<file path="config.mk">
export PLATFORM = sky130hd
export DESIGN_NAME = uart_rx_fsm
export DESIGN_NICKNAME = d
export VERILOG_FILES = /design/src/rtl/uart_pkg.sv /design/src/rtl/uart_baud_tick.sv /design/src/rtl/uart_rx_fsm.sv
export SDC_FILE = /design/constraint.sdc
export NUM_CORES = 1
export LEC_CHECK = 0
export CAP_MARGIN = 20
export CORE_UTILIZATION = 50
export CTS_CLUSTER_SIZE = 20
export DETAILED_ROUTE_END_ITERATION = 10
export PLACE_DENSITY = 0.72
export RECOVER_POWER = 25
export SETUP_SLACK_MARGIN = 0.1
export SLEW_MARGIN = 20
export SYNTH_ARGS = -nofsm -noshare
export SYNTH_HDL_FRONTEND = slang
export SYNTH_SLANG_ARGS = --single-unit
</file>
<file path="constraint.sdc">
create_clock -name clk -period 1.6 [get_ports clk]
set_input_delay 0.16 -clock clk [delete_from_list [all_inputs] [get_ports clk]]
set_output_delay 0.16 -clock clk [all_outputs]
set_load 0.01 [all_outputs]
</file>
<file path="src/rtl/uart_pkg.sv">
// Shared UART definitions: FSM state encoding, default line rate constants,
// and the clock-divider computation used by both receive and transmit sides.
package uart_pkg;

    typedef enum logic [2:0] {
        IDLE,
        START,
        DATA,
        STOP,
        WAIT_IDLE
    } uart_state_e;

    localparam int unsigned UART_CLK_FREQ  = 100000000;
    localparam int unsigned UART_BAUD      = 115200;
    localparam int unsigned UART_OVERSAMPLE = 16;

    // Clocks per oversample tick, truncated.
    function automatic int unsigned calc_div(input int unsigned clk_freq,
                                             input int unsigned baud,
                                             input int unsigned oversample);
        return clk_freq / (baud * oversample);
    endfunction

endpackage

</file>
<file path="src/rtl/uart_baud_tick.sv">
// Oversample tick generator: free-running down-counter that pulses tick for
// one cycle at zero. restart reloads it so tick phase follows an event.
module uart_baud_tick #(
    parameter int unsigned DIV = 54
) (
    input  logic clk,
    input  logic reset,
    input  logic restart,
    output logic tick
);

    localparam int unsigned   CW     = (DIV > 1) ? $clog2(DIV) : 1;
    localparam logic [CW-1:0] RELOAD = CW'(DIV - 1);

    logic [CW-1:0] cnt_q, cnt_d;

    // Reload on restart or wrap, otherwise count down.
    always_comb begin
        cnt_d = cnt_q;
        if (restart || (cnt_q == '0)) begin
            cnt_d = RELOAD;
        end else begin
            cnt_d = cnt_q - 1'b1;
        end
    end

    // Counter register with synchronous active-low reset.
    always_ff @(posedge clk) begin
        if (!reset) begin
            cnt_q <= '0;
        end else begin
            cnt_q <= cnt_d;
        end
    end

    assign tick = (cnt_q == '0);

endmodule

</file>
<file path="src/rtl/uart_rx_fsm.sv">
// 8N1 UART receiver: 2-flop synchroniser, oversampled mid-bit sampling,
// framing-error detection and break suppression via WAIT_IDLE.
module uart_rx_fsm
    import uart_pkg::*;
#(
    parameter int unsigned CLK_FREQ   = UART_CLK_FREQ,
    parameter int unsigned BAUD       = UART_BAUD,
    parameter int unsigned OVERSAMPLE = UART_OVERSAMPLE,
    parameter int unsigned DATA_BITS  = 8
) (
    input  logic                 clk,
    input  logic                 reset,
    input  logic                 rx_in,
    output logic [DATA_BITS-1:0] rx_dataout,
    output logic                 rx_valid,
    output logic                 rx_frame_err,
    output logic                 rxbusy
);

    localparam int unsigned DIV = calc_div(CLK_FREQ, BAUD, OVERSAMPLE);
    localparam int unsigned SW  = $clog2(OVERSAMPLE);
    localparam int unsigned BW  = $clog2(DATA_BITS);

    localparam logic [SW-1:0] S_HALF = SW'(OVERSAMPLE / 2 - 1);
    localparam logic [SW-1:0] S_LAST = SW'(OVERSAMPLE - 1);
    localparam logic [BW-1:0] B_LAST = BW'(DATA_BITS - 1);

    uart_state_e          state_q, state_d;
    logic [1:0]           sync_q;
    logic [SW-1:0]        s_cnt_q, s_cnt_d;
    logic [BW-1:0]        b_cnt_q, b_cnt_d;
    logic [DATA_BITS-1:0] shreg_q, shreg_d;
    logic [DATA_BITS-1:0] data_q, data_d;
    logic                 valid_q, valid_d;
    logic                 ferr_q, ferr_d;
    logic                 busy_q;
    logic                 rx_s;
    logic                 restart;
    logic                 tick;

    assign rx_s = sync_q[1];

    uart_baud_tick #(
        .DIV (DIV)
    ) u_tick (
        .clk     (clk),
        .reset   (reset),
        .restart (restart),
        .tick    (tick)
    );

    // Next-state and datapath decisions; sampling happens only on ticks.
    always_comb begin
        state_d = state_q;
        s_cnt_d = s_cnt_q;
        b_cnt_d = b_cnt_q;
        shreg_d = shreg_q;
        data_d  = data_q;
        valid_d = 1'b0;
        ferr_d  = 1'b0;
        restart = 1'b0;
        unique case (state_q)
            IDLE: begin
                if (!rx_s) begin
                    state_d = START;
                    s_cnt_d = '0;
                    restart = 1'b1;
                end
            end
            START: begin
                if (tick) begin
                    if (s_cnt_q == S_HALF) begin
                        s_cnt_d = '0;
                        if (!rx_s) begin
                            state_d = DATA;
                            b_cnt_d = '0;
                        end else begin
                            state_d = IDLE;
                        end
                    end else begin
                        s_cnt_d = s_cnt_q + 1'b1;
                    end
                end
            end
            DATA: begin
                if (tick) begin
                    if (s_cnt_q == S_LAST) begin
                        s_cnt_d = '0;
                        shreg_d = {rx_s, shreg_q[DATA_BITS-1:1]};
                        if (b_cnt_q == B_LAST) begin
                            state_d = STOP;
                        end else begin
                            b_cnt_d = b_cnt_q + 1'b1;
                        end
                    end else begin
                        s_cnt_d = s_cnt_q + 1'b1;
                    end
                end
            end
            STOP: begin
                if (tick) begin
                    if (s_cnt_q == S_LAST) begin
                        s_cnt_d = '0;
                        data_d  = shreg_q;
                        if (rx_s) begin
                            valid_d = 1'b1;
                            state_d = IDLE;
                        end else begin
                            ferr_d  = 1'b1;
                            state_d = WAIT_IDLE;
                        end
                    end else begin
                        s_cnt_d = s_cnt_q + 1'b1;
                    end
                end
            end
            WAIT_IDLE: begin
                // Hold here through a break so a low line cannot start frames.
                if (rx_s) begin
                    state_d = IDLE;
                end
            end
            default: state_d = IDLE;
        endcase
    end

    // State, synchroniser and output registers.
    always_ff @(posedge clk) begin
        if (!reset) begin
            state_q <= IDLE;
            sync_q  <= 2'b11;
            s_cnt_q <= '0;
            b_cnt_q <= '0;
            shreg_q <= '0;
            data_q  <= '0;
            valid_q <= 1'b0;
            ferr_q  <= 1'b0;
            busy_q  <= 1'b0;
        end else begin
            state_q <= state_d;
            sync_q  <= {sync_q[0], rx_in};
            s_cnt_q <= s_cnt_d;
            b_cnt_q <= b_cnt_d;
            shreg_q <= shreg_d;
            data_q  <= data_d;
            valid_q <= valid_d;
            ferr_q  <= ferr_d;
            busy_q  <= (state_d != IDLE);
        end
    end

    assign rx_dataout   = data_q;
    assign rx_valid     = valid_q;
    assign rx_frame_err = ferr_q;
    assign rxbusy       = busy_q;

endmodule

</file>
==> results of run 1 <==
-- critical path: cells and delay by family (launching register included) --
family	cells	cell delay [ns]
flops	1	0.34
mux	1	0.13
buf+inv	2	0.23
simple gates	3	0.65
fa+ha+maj	1	0.13
-- where the power goes --
group,internal (uW),switching (uW)
sequential,992,64.5
clock,208,305
combinational,314,284
-- registers in the layout (all words and copies together), names as in the netlist --
name	cells
rx_frame_err	1
shreg_q	8
state_q	3
rxbusy	1
b_cnt_q	3
s_cnt_q	4
sync_q	2
rx_valid	1
rx_dataout	8
u_tick.cnt_q	6
-- stage by stage --
| step | power (uW) | setup WS (ns) | hold WS (ns) | cells | setup TNS [ns] |
|---|---|---|---|---|---|
| finish | 2170 | 0.0265 | 0.366 | 255 | 0 |
| global route | 2290 | -0.0377 | 0.366 | 255 | -0.121 |
| CTS | 2080 | 0.0506 | 0.362 | 250 | 0 |
| detailed placement | 1540 | -0.0326 | 0.398 | 237 | -0.175 |
| global placement | 1520 | 0.0288 | 0.390 | 237 | 0 |
| floorplan | 1380 | 0.0920 | 0.261 | 175 | 0 |
-- timing repair --
action / in CTS / in global routing
buffers inserted: 6 / 5
pin swaps: 2 / 4
resized for setup: 6 / 12
gates cloned: 0 / 0
endpoints found under the setup margin: 12 / 22
hold buffers: 0 / 0
-- cell type report --
type | count | area (um^2) | area share [%]
flip-flops and latches | 37 | 751 | 34.4
repair buffers | 41 | 360 | 16.5
multi-input cells | 123 | 948 | 43.5
clock buffers | 7 | 55.1 | 2.52
inverters | 3 | 11.3 | 0.516
well taps | 44 | 55.1 | 2.52
-- metal layers --
layer	vias up	part of all wire (%)	track usage, %
met5	-	0	0
met4	0	3.0	12.0
met3	13	4.0	6.93
met2	41	48	37.3
met1	666	45	25.4
li1	684	-	-
-- logic make-up (layout without fill, tap and decap cells) --
| logic type | after synthesis | count (layout) |
|---|---|---|
| flops | 37 | 37 |
| compound gates | 22 | 22 |
| simple gates | 71 | 71 |
| fa+ha+maj | 5 | 5 |
| mux | 20 | 20 |
| buf+inv | 15 | 51 |
| xor+xnor | 5 | 5 |
-- cells in the final DEF (no fill, tap or decap), drive strengths merged, types with 3 or more instances in the layout --
cell and n:
mux2i 20, a21boi 5, nor3 3, inv 3, nand2 17, ha 5, a31oi 3, a21oi 4
clkbuf 8, clkdlybuf4s50 10, xnor2 3, nand2b 5, dlygate4sd3 3, buf 27, dfxtp 37, nor2 9
nand3 5, nor2b 17
-- worst paths after layout --
path	from	endpoint	slack [ns]	depth (start not counted)
worst min register to register	sync_q[0]	sync_q[1]	0.42	1
worst max-delay path	u_tick.cnt_q[0]	b_cnt_q[0]	0.03	7
worst max register to register	u_tick.cnt_q[0]	b_cnt_q[0]	0.03	7
worst min-delay path	rx_in	sync_q[0]	0.37	2
==> impl_metrics.tcl, run 1 <==
set metrics [dict create \
    syn_to_final_growth_pct 29.5 \
    finClkSkew_ns 0.00506 \
    main_combinational_cell_family_by_area_after_synthesis "simple AND/OR/NAND/NOR gates" \
    finalInstanceArea_um2 2180 \
    yosys.area.top_type "sky130_fd_sc_hd__dfxtp_1" \
    syn-cell-area_um2 1680 \
    clk_root_buffer_cell "sky130_fd_sc_hd__clkbuf_4" \
    route.final.wire_length_um 3680 \
    synth_top_cells_by_area "sky130_fd_sc_hd__dfxtp_1 44%, sky130_fd_sc_hd__mux2i_1 12%, sky130_fd_sc_hd__nor2b_1 6.3%" \
    globalplace.congestion 0.815 \
    ys.flop_type "sky130_fd_sc_hd__dfxtp_1" \
    synthesis.nets 183 \
    clkSlewWorstSetupHoldPaths_ns 0.11 \
    synth_adder_area_share_pct 3.71 \
    cts-htree-levels 2 \
    area_share_of_xor_xnor_cells_in_the_synthesized_design_pct 2.60 \
    synth_top_cells_by_count "37 x sky130_fd_sc_hd__dfxtp_1, 20 x sky130_fd_sc_hd__mux2i_1, 17 x sky130_fd_sc_hd__nand2_1, 17 x sky130_fd_sc_hd__nor2b_1, 9 x sky130_fd_sc_hd__nor2_1" \
    initial_antenna_violation_count 0 \
    synth_compound_area_share_pct 9.29 \
    portBuffers 13 \
    synth.ff_latch_count 37 \
    firstDrtPassIters 4 \
    cts.sink_count 37 \
    timing_hold_violations_final 0 \
    finalSetupViolations 0 \
    total_leakage_power_uw 0.000965 \
    pwr_density_cell_nw_per_um2 994 \
    start_kind "flip-flop" \
    num_vias 1404 \
    cts_made_buffers 5 \
    wl_per_cell_um 14.4 \
    synth_top_area_share_pct 44.0 \
    fmax_mhz 636 \
    postSynthCellCount 175 \
    yosys.area_share.simple_pct 24.4 \
    dpl.hpwl_um 2390 \
    grt_overflow_total 0 \
    grt_max_degree 32 \
    critPathMaxFanout 6 \
    cp_cell_sequence "inv_2 > ha_4 > and4b_1 > buf_6 > nand2_2 > or3_4 > mux2i_1" \
    detail_route.vias_per_cell 5.51 \
    finalCritPeriodShare_pct 98.3 \
    drv.max_cap_violation_count 0 \
    fraction_of_final_layout_cells_with_drive_strength_greater_than_1_pct 27.0 \
    die_area_um2 3600 \
    placed_area_um2 1980 \
    critical_path_required_ns 1.85 \
    synthDistinctLibCells 39 \
    synth_most_common_cell "sky130_fd_sc_hd__dfxtp_1" \
    insertedDiodeCount 0 \
    drc_errors 0 \
    die_width_um 60.0 \
    timing.hold.worst.class "input port to flip-flop" \
    design.final.nets 219 \
    drt_first_iter_violations 109 \
    gr-usage-all-layers_pct 22.4 \
    synth-edff-count 0 \
    placeableCoreArea_um2 3130 \
    synth_seq_area_share_pct 44.0 \
    setup.worst_path.class "flip-flop to flip-flop" \
    timing.critical_path.to_type "flip-flop" \
    relSlewSlack_pct 76.9 \
    floorplan.rows 20 \
    global_route_wire_length_before_repair_um 5740 \
    status "finished clean" \
    final-max-slew-violation-count 0 \
    max_root_sink_buffers 2 \
    die-height_um 60.0 \
    vdd_ir_drop_max_mv 0.759 \
    fill_cells 254 \
    yosysWarnings 0 \
    route.antenna.remaining_nets 0 \
    post-route-min-period_ns 1.57 \
    muxShareOfSynthArea_pct 11.9 \
    setup_repair_after_global_routing_missed_its_margin "yes" \
    tritoncts_clock_tree "yes" \
    final_util_pct 69.7 \
    synthArstFlopShare_pct 0 \
    design.portCount 14 \
    timing_worst_slew_pin_value_ns 0.345 \
    first_global_vias 1317 \
    worst_skew_pair.late_latency_ns 0.35 \
    timing.critical_path.slowest_cell_delay_ns 0.36 \
    cp.arrival_ns 1.82 \
    initial_utilization_pct 53.8 \
    critPathSlowestCell "sky130_fd_sc_hd__or3_4" \
    postSynthAreaPerCell_um2 9.62 \
]
(Power assumes the default switching activity.)
==> run 2: changes to the inputs <==
Settings changed: SKIP_CTS_REPAIR_TIMING set to 1.
==> run 2 against run 1 <==
Utilization is 1.2 points lower. Via count is 5.6% lower. Fmax hardly changed. Global-route usage is 0.91 points lower. Combinational power is 4.7% higher. Die area stayed put. Count of clock-buffer cells in the layout stayed put. Setup slack worse by 0.0011 ns. Largest cell class unchanged. Sequential power hardly changed. Design area is 1.7% lower. Sequential share of layout area is 0.52 points higher.
==> impl_metrics.tcl, run 2 (same netlist as run 1, synthesis figures left out) <==
set metrics [dict create \
    initial_utilization_pct 53.8 \
    first_global_vias 1270 \
    worst_skew_pair.late_latency_ns 0.34 \
    route.final.wire_length_um 3520 \
    post-route-min-period_ns 1.57 \
    setup.worst_path.class "flip-flop to flip-flop" \
    finalSetupViolations 0 \
    initial_antenna_violation_count 0 \
    timing.critical_path.slowest_cell_delay_ns 0.36 \
    finalCritPeriodShare_pct 98.4 \
    critPathSlowestCell "sky130_fd_sc_hd__or3_4" \
    detail_route.vias_per_cell 5.34 \
    r2r-start "u_tick.cnt_q[1]" \
    total_leakage_power_uw 0.000942 \
    drv.max_cap_violation_count 0 \
    global_route_wire_length_before_repair_um 5500 \
    critPathTopFamily "simple AND/OR/NAND/NOR gates" \
    drc_errors 0 \
    crit_buf_inv 2 \
    portBuffers 13 \
    gr-usage-all-layers_pct 21.5 \
    critical_path_startpoint "u_tick.cnt_q[1]" \
    finClkSkew_ns 0.00781 \
    globalplace.congestion 0.815 \
    placed_insts 237 \
    holdCritStartpoint "rx_in" \
    relSlewSlack_pct 75.7 \
    max_root_sink_buffers 2 \
    die_width_um 60.0 \
    design.final.nets 212 \
    grt_overflow_total 0 \
    wl_per_cell_um 14.2 \
    timing_hold_violations_final 0 \
    start_kind "flip-flop" \
    die_area_um2 3600 \
    cp.arrival_ns 1.82 \
    critPathMaxFanout 6 \
    firstDrtPassIters 4 \
    clkSlewWorstSetupHoldPaths_ns 0.11 \
    final-max-slew-violation-count 0 \
    setup_repair_after_global_routing_missed_its_margin "yes" \
    route.antenna.remaining_nets 0 \
    dpl.hpwl_um 2390 \
    status "finished clean" \
    cts_made_buffers 5 \
    cts.sink_count 37 \
    regArea_um2 749 \
    grt_max_degree 32 \
    design.portCount 14 \
    syn_to_final_growth_pct 27.3 \
    final_util_pct 68.6 \
    timing_worst_slew_pin_value_ns 0.364 \
    die-height_um 60.0 \
    timing.critical_path.to_type "flip-flop" \
    cp_cell_sequence "inv_2 > ha_4 > and4b_1 > buf_6 > nand2_2 > or3_4 > mux2i_1" \
    clk_root_buffer_cell "sky130_fd_sc_hd__clkbuf_4" \
    pwr_density_cell_nw_per_um2 1020 \
    floorplan.rows 20 \
    placeableCoreArea_um2 3130 \
    layout_commonest_cell "sky130_fd_sc_hd__dfxtp_1" \
    num_vias 1325 \
    fraction_of_final_layout_cells_with_drive_strength_greater_than_1_pct 24.0 \
    multiInputGateArea_um2 953 \
    cts-htree-levels 2 \
    insertedDiodeCount 0 \
    layout_common_cells "30 x sky130_fd_sc_hd__dfxtp_1, 20 x sky130_fd_sc_hd__mux2i_1, 16 x sky130_fd_sc_hd__nor2b_1, 16 x sky130_fd_sc_hd__nand2_1, 15 x sky130_fd_sc_hd__buf_4" \
    fmax_mhz 635 \
    timing.hold.worst.class "input port to flip-flop" \
    vdd_ir_drop_max_mv 0.733 \
    drt_first_iter_violations 98 \
    tritoncts_clock_tree "yes" \
    layoutNonFillerInstCount 248 \
    fill_cells 263 \
    critical_path_required_ns 1.84 \
]
run 2: cell types whose count changed in the layout (fill, tap and decap cells not counted), sizes merged:
cell / delta
buf: -7
run 2: metal layers:
layer | global-route usage (%) | vias up | share of wire [%]
li1 | - | 667 | -
met1 | 24.4 | 625 | 46
met2 | 35.4 | 24 | 48
met3 | 6.93 | 9 | 3.4
met4 | 12.0 | 0 | 2.5
met5 | 0 | - | 0
run 2: power by group:
part / internal (uW) / switching [uW] / total (uW)
logic: 330 / 296 / 626
registers: 992 / 64.6 / 1060
clock network: 207 / 297 / 504
total: 1530 / 657 / 2190
run 2: path summary, 6_finish.rpt:
path | end | slack [ns] | depth (start not counted)
setup / recovery | b_cnt_q[0] | 0.03 | 7
hold / removal | sync_q[0] | 0.37 | 2
setup reg to reg | b_cnt_q[0] | 0.03 | 7
hold reg to reg | sync_q[1] | 0.42 | 1
run 2: worst register-to-register path: stages (launching register included):
cell	delay (ns)
sky130_fd_sc_hd__dfxtp_2	0.34
sky130_fd_sc_hd__inv_2	0.08
sky130_fd_sc_hd__ha_4	0.13
sky130_fd_sc_hd__and4b_1	0.23
sky130_fd_sc_hd__buf_6	0.14
sky130_fd_sc_hd__nand2_2	0.05
sky130_fd_sc_hd__or3_4	0.36
sky130_fd_sc_hd__mux2i_1	0.13
run 2: layout make-up:
type                    instances  share of cell area (%)
clock buffers                   7                    2.57
inverters                       3                   0.525
multi-input cells             123                    44.5
flip-flops and latches         37                    34.9
well taps                      44                    2.57
repair buffers                 34                    14.9
run 2: stage by stage:
stage                     area, um^2  hold WS [ns]  setup slack (ns)  setup TNS, ns  power, uW
final                           2140         0.373            0.0255              0       2190
after global routing            2140         0.372           -0.0348        -0.0817       2320
after CTS                       2040         0.362           -0.0529         -0.414       2050
after detailed placement        1980         0.398           -0.0326         -0.175       1540
after global placement          1980         0.390            0.0288              0       1520
after floorplan                 1720         0.261            0.0920              0       1380
==> run 3: changes to the inputs <==
Settings changed: MAX_ROUTING_LAYER set to met4.
==> run 3 against run 2 <==
Utilization stayed put. Critical endpoint is now rxbusy. Count of clock-buffer cells in the layout did not move. Critical path type unchanged. Largest power group unchanged. Hold slack is essentially flat. Via count grew 1.5%.
==> impl_metrics.tcl, run 3 (same netlist as run 1, synthesis figures left out) <==
set metrics [dict create \
    status "finished clean" \
    setup.worst_path.class "flip-flop to flip-flop" \
    critPathSlowestCell "sky130_fd_sc_hd__dfxtp_2" \
    critical_path_required_ns 1.84 \
    vdd_ir_drop_max_mv 0.731 \
    detail_route.vias_per_cell 5.42 \
    initial_antenna_violation_count 0 \
    final-max-slew-violation-count 0 \
    cts_made_buffers 5 \
    pwr_density_cell_nw_per_um2 1020 \
    timing.critical_path.to_type "flip-flop" \
    die_area_um2 3600 \
    fraction_of_final_layout_cells_with_drive_strength_greater_than_1_pct 24.0 \
    final_critical_path_setup_slack_ns 0.0314 \
    grt_overflow_total 0 \
    hold-worst-slack_ns 0.373 \
    drt_first_iter_violations 89 \
    drc_errors 0 \
    firstDrtPassIters 4 \
    globalplace.congestion 0.827 \
    fill_cells 263 \
    placeableCoreArea_um2 3130 \
    worst_skew_pair.late_latency_ns 0.34 \
    layout_common_cells "30 x sky130_fd_sc_hd__dfxtp_1, 20 x sky130_fd_sc_hd__mux2i_1, 16 x sky130_fd_sc_hd__nor2b_1, 16 x sky130_fd_sc_hd__nand2_1, 15 x sky130_fd_sc_hd__buf_4" \
    relSlewSlack_pct 75.8 \
    drv.max_cap_violation_count 0 \
    critPathMaxFanout 6 \
    floorplan.rows 20 \
    layout_commonest_cell "sky130_fd_sc_hd__dfxtp_1" \
    fmax_mhz 638 \
    initial_utilization_pct 53.8 \
    wl_per_cell_um 14.2 \
    route.antenna.remaining_nets 0 \
    cts-htree-levels 2 \
    design.final.nets 212 \
    die_width_um 60.0 \
    global_route_wire_length_before_repair_um 5510 \
    first_global_vias 1268 \
    grt_max_degree 32 \
    timing.hold.worst.class "input port to flip-flop" \
    reg2reg_setup_slack_ns 0.03 \
    post-place-ws_ns -0.0326 \
    max_root_sink_buffers 2 \
    worst_r2r_path_depth 7 \
    clkSlewWorstSetupHoldPaths_ns 0.10 \
    finClkSkew_ns 0.00829 \
    cts.sink_count 37 \
    tritoncts_clock_tree "yes" \
    timing.critical_path.slowest_cell_delay_ns 0.34 \
    hold_path_stages 2 \
    design.portCount 14 \
    portBuffers 13 \
    share_comb_of_total_power_pct 28.6 \
    die-height_um 60.0 \
    timing_worst_slew_pin_value_ns 0.364 \
    cp.arrival_ns 1.81 \
    total_leakage_power_uw 0.000942 \
    gr-usage-all-layers_pct 22.1 \
    finalCritPeriodShare_pct 98.0 \
    syn_to_final_growth_pct 27.3 \
    num_vias 1345 \
    p_sw_share_pct 30.0 \
    finalSetupViolations 0 \
    share_seq_of_total_power_pct 48.4 \
    start_kind "flip-flop" \
    cp_cell_sequence "inv_2 > ha_4 > and4b_1 > buf_6 > and4_1 > nor3_1 > a311o_1" \
    intPower_uw 1530 \
    clk_root_buffer_cell "sky130_fd_sc_hd__clkbuf_4" \
    dpl.hpwl_um 2390 \
    power_frac_clock_pct 23.0 \
    setup_repair_after_global_routing_missed_its_margin "yes" \
    post-route-min-period_ns 1.57 \
    timing_hold_violations_final 0 \
    power.net_switching_uw 657 \
    insertedDiodeCount 0 \
    route.final.wire_length_um 3530 \
]
## run 3: final timing paths
check	from	end
worst max-delay path	u_tick.cnt_q[1]	rxbusy
worst min-delay path	rx_in	sync_q[0]
worst max register to register	u_tick.cnt_q[1]	rxbusy
worst min register to register	sync_q[0]	sync_q[1]
## run 3: power groups by stage
stage	sequential [uW]	combinational [uW]	clock, uW
finish	1060	625	504
CTS	1050	470	523
floorplan	1060	317	0
detailed placement	1080	466	0
global placement	1070	445	0
global route	1070	692	559
## run 3: cell type report
| cell class | instances | area (um^2) | area share, % |
|---|---|---|---|
| multi-input combinational | 123 | 953 | 44.5 |
| timing repair buffer | 34 | 320 | 14.9 |
| clock buffer | 7 | 55.1 | 2.57 |
| tap | 44 | 55.1 | 2.57 |
| sequential | 37 | 749 | 34.9 |
| inverter | 3 | 11.3 | 0.525 |
## run 3: through the flow
stage / area (um^2) / utilization [%] / setup TNS (ns) / cells / power, uW
after global routing: 2140 / 68.6 / -0.0778 / 248 / 2320
final: 2140 / 68.6 / 0 / 248 / 2190
after CTS: 2040 / 65.2 / -0.414 / 244 / 2050
after detailed placement: 1980 / 63.4 / -0.175 / 237 / 1540
after global placement: 1980 / 63.4 / 0 / 237 / 1520
after floorplan: 1720 / - / 0 / 175 / 1380
## run 3: critical path, delay by kind of cell, from the launching register on
family                     cells  cell delay, ns
and+or+nand+nor                3            0.50
DFF                            1            0.34
AOI/OAI and AO/OA              1            0.27
buffers and inverters          2            0.22
adders and majority gates      1            0.13
## run 3: layer usage
| layer | GRT usage (%) | up-vias | wire length [um] |
|---|---|---|---|
| li1 | - | 668 | - |
| met1 | 24.4 | 635 | 1600 |
| met2 | 35.4 | 31 | 1680 |
| met3 | 6.93 | 11 | 147 |
| met4 | 12.0 | 0 | 96 |
| met5 | - | - | 0 |
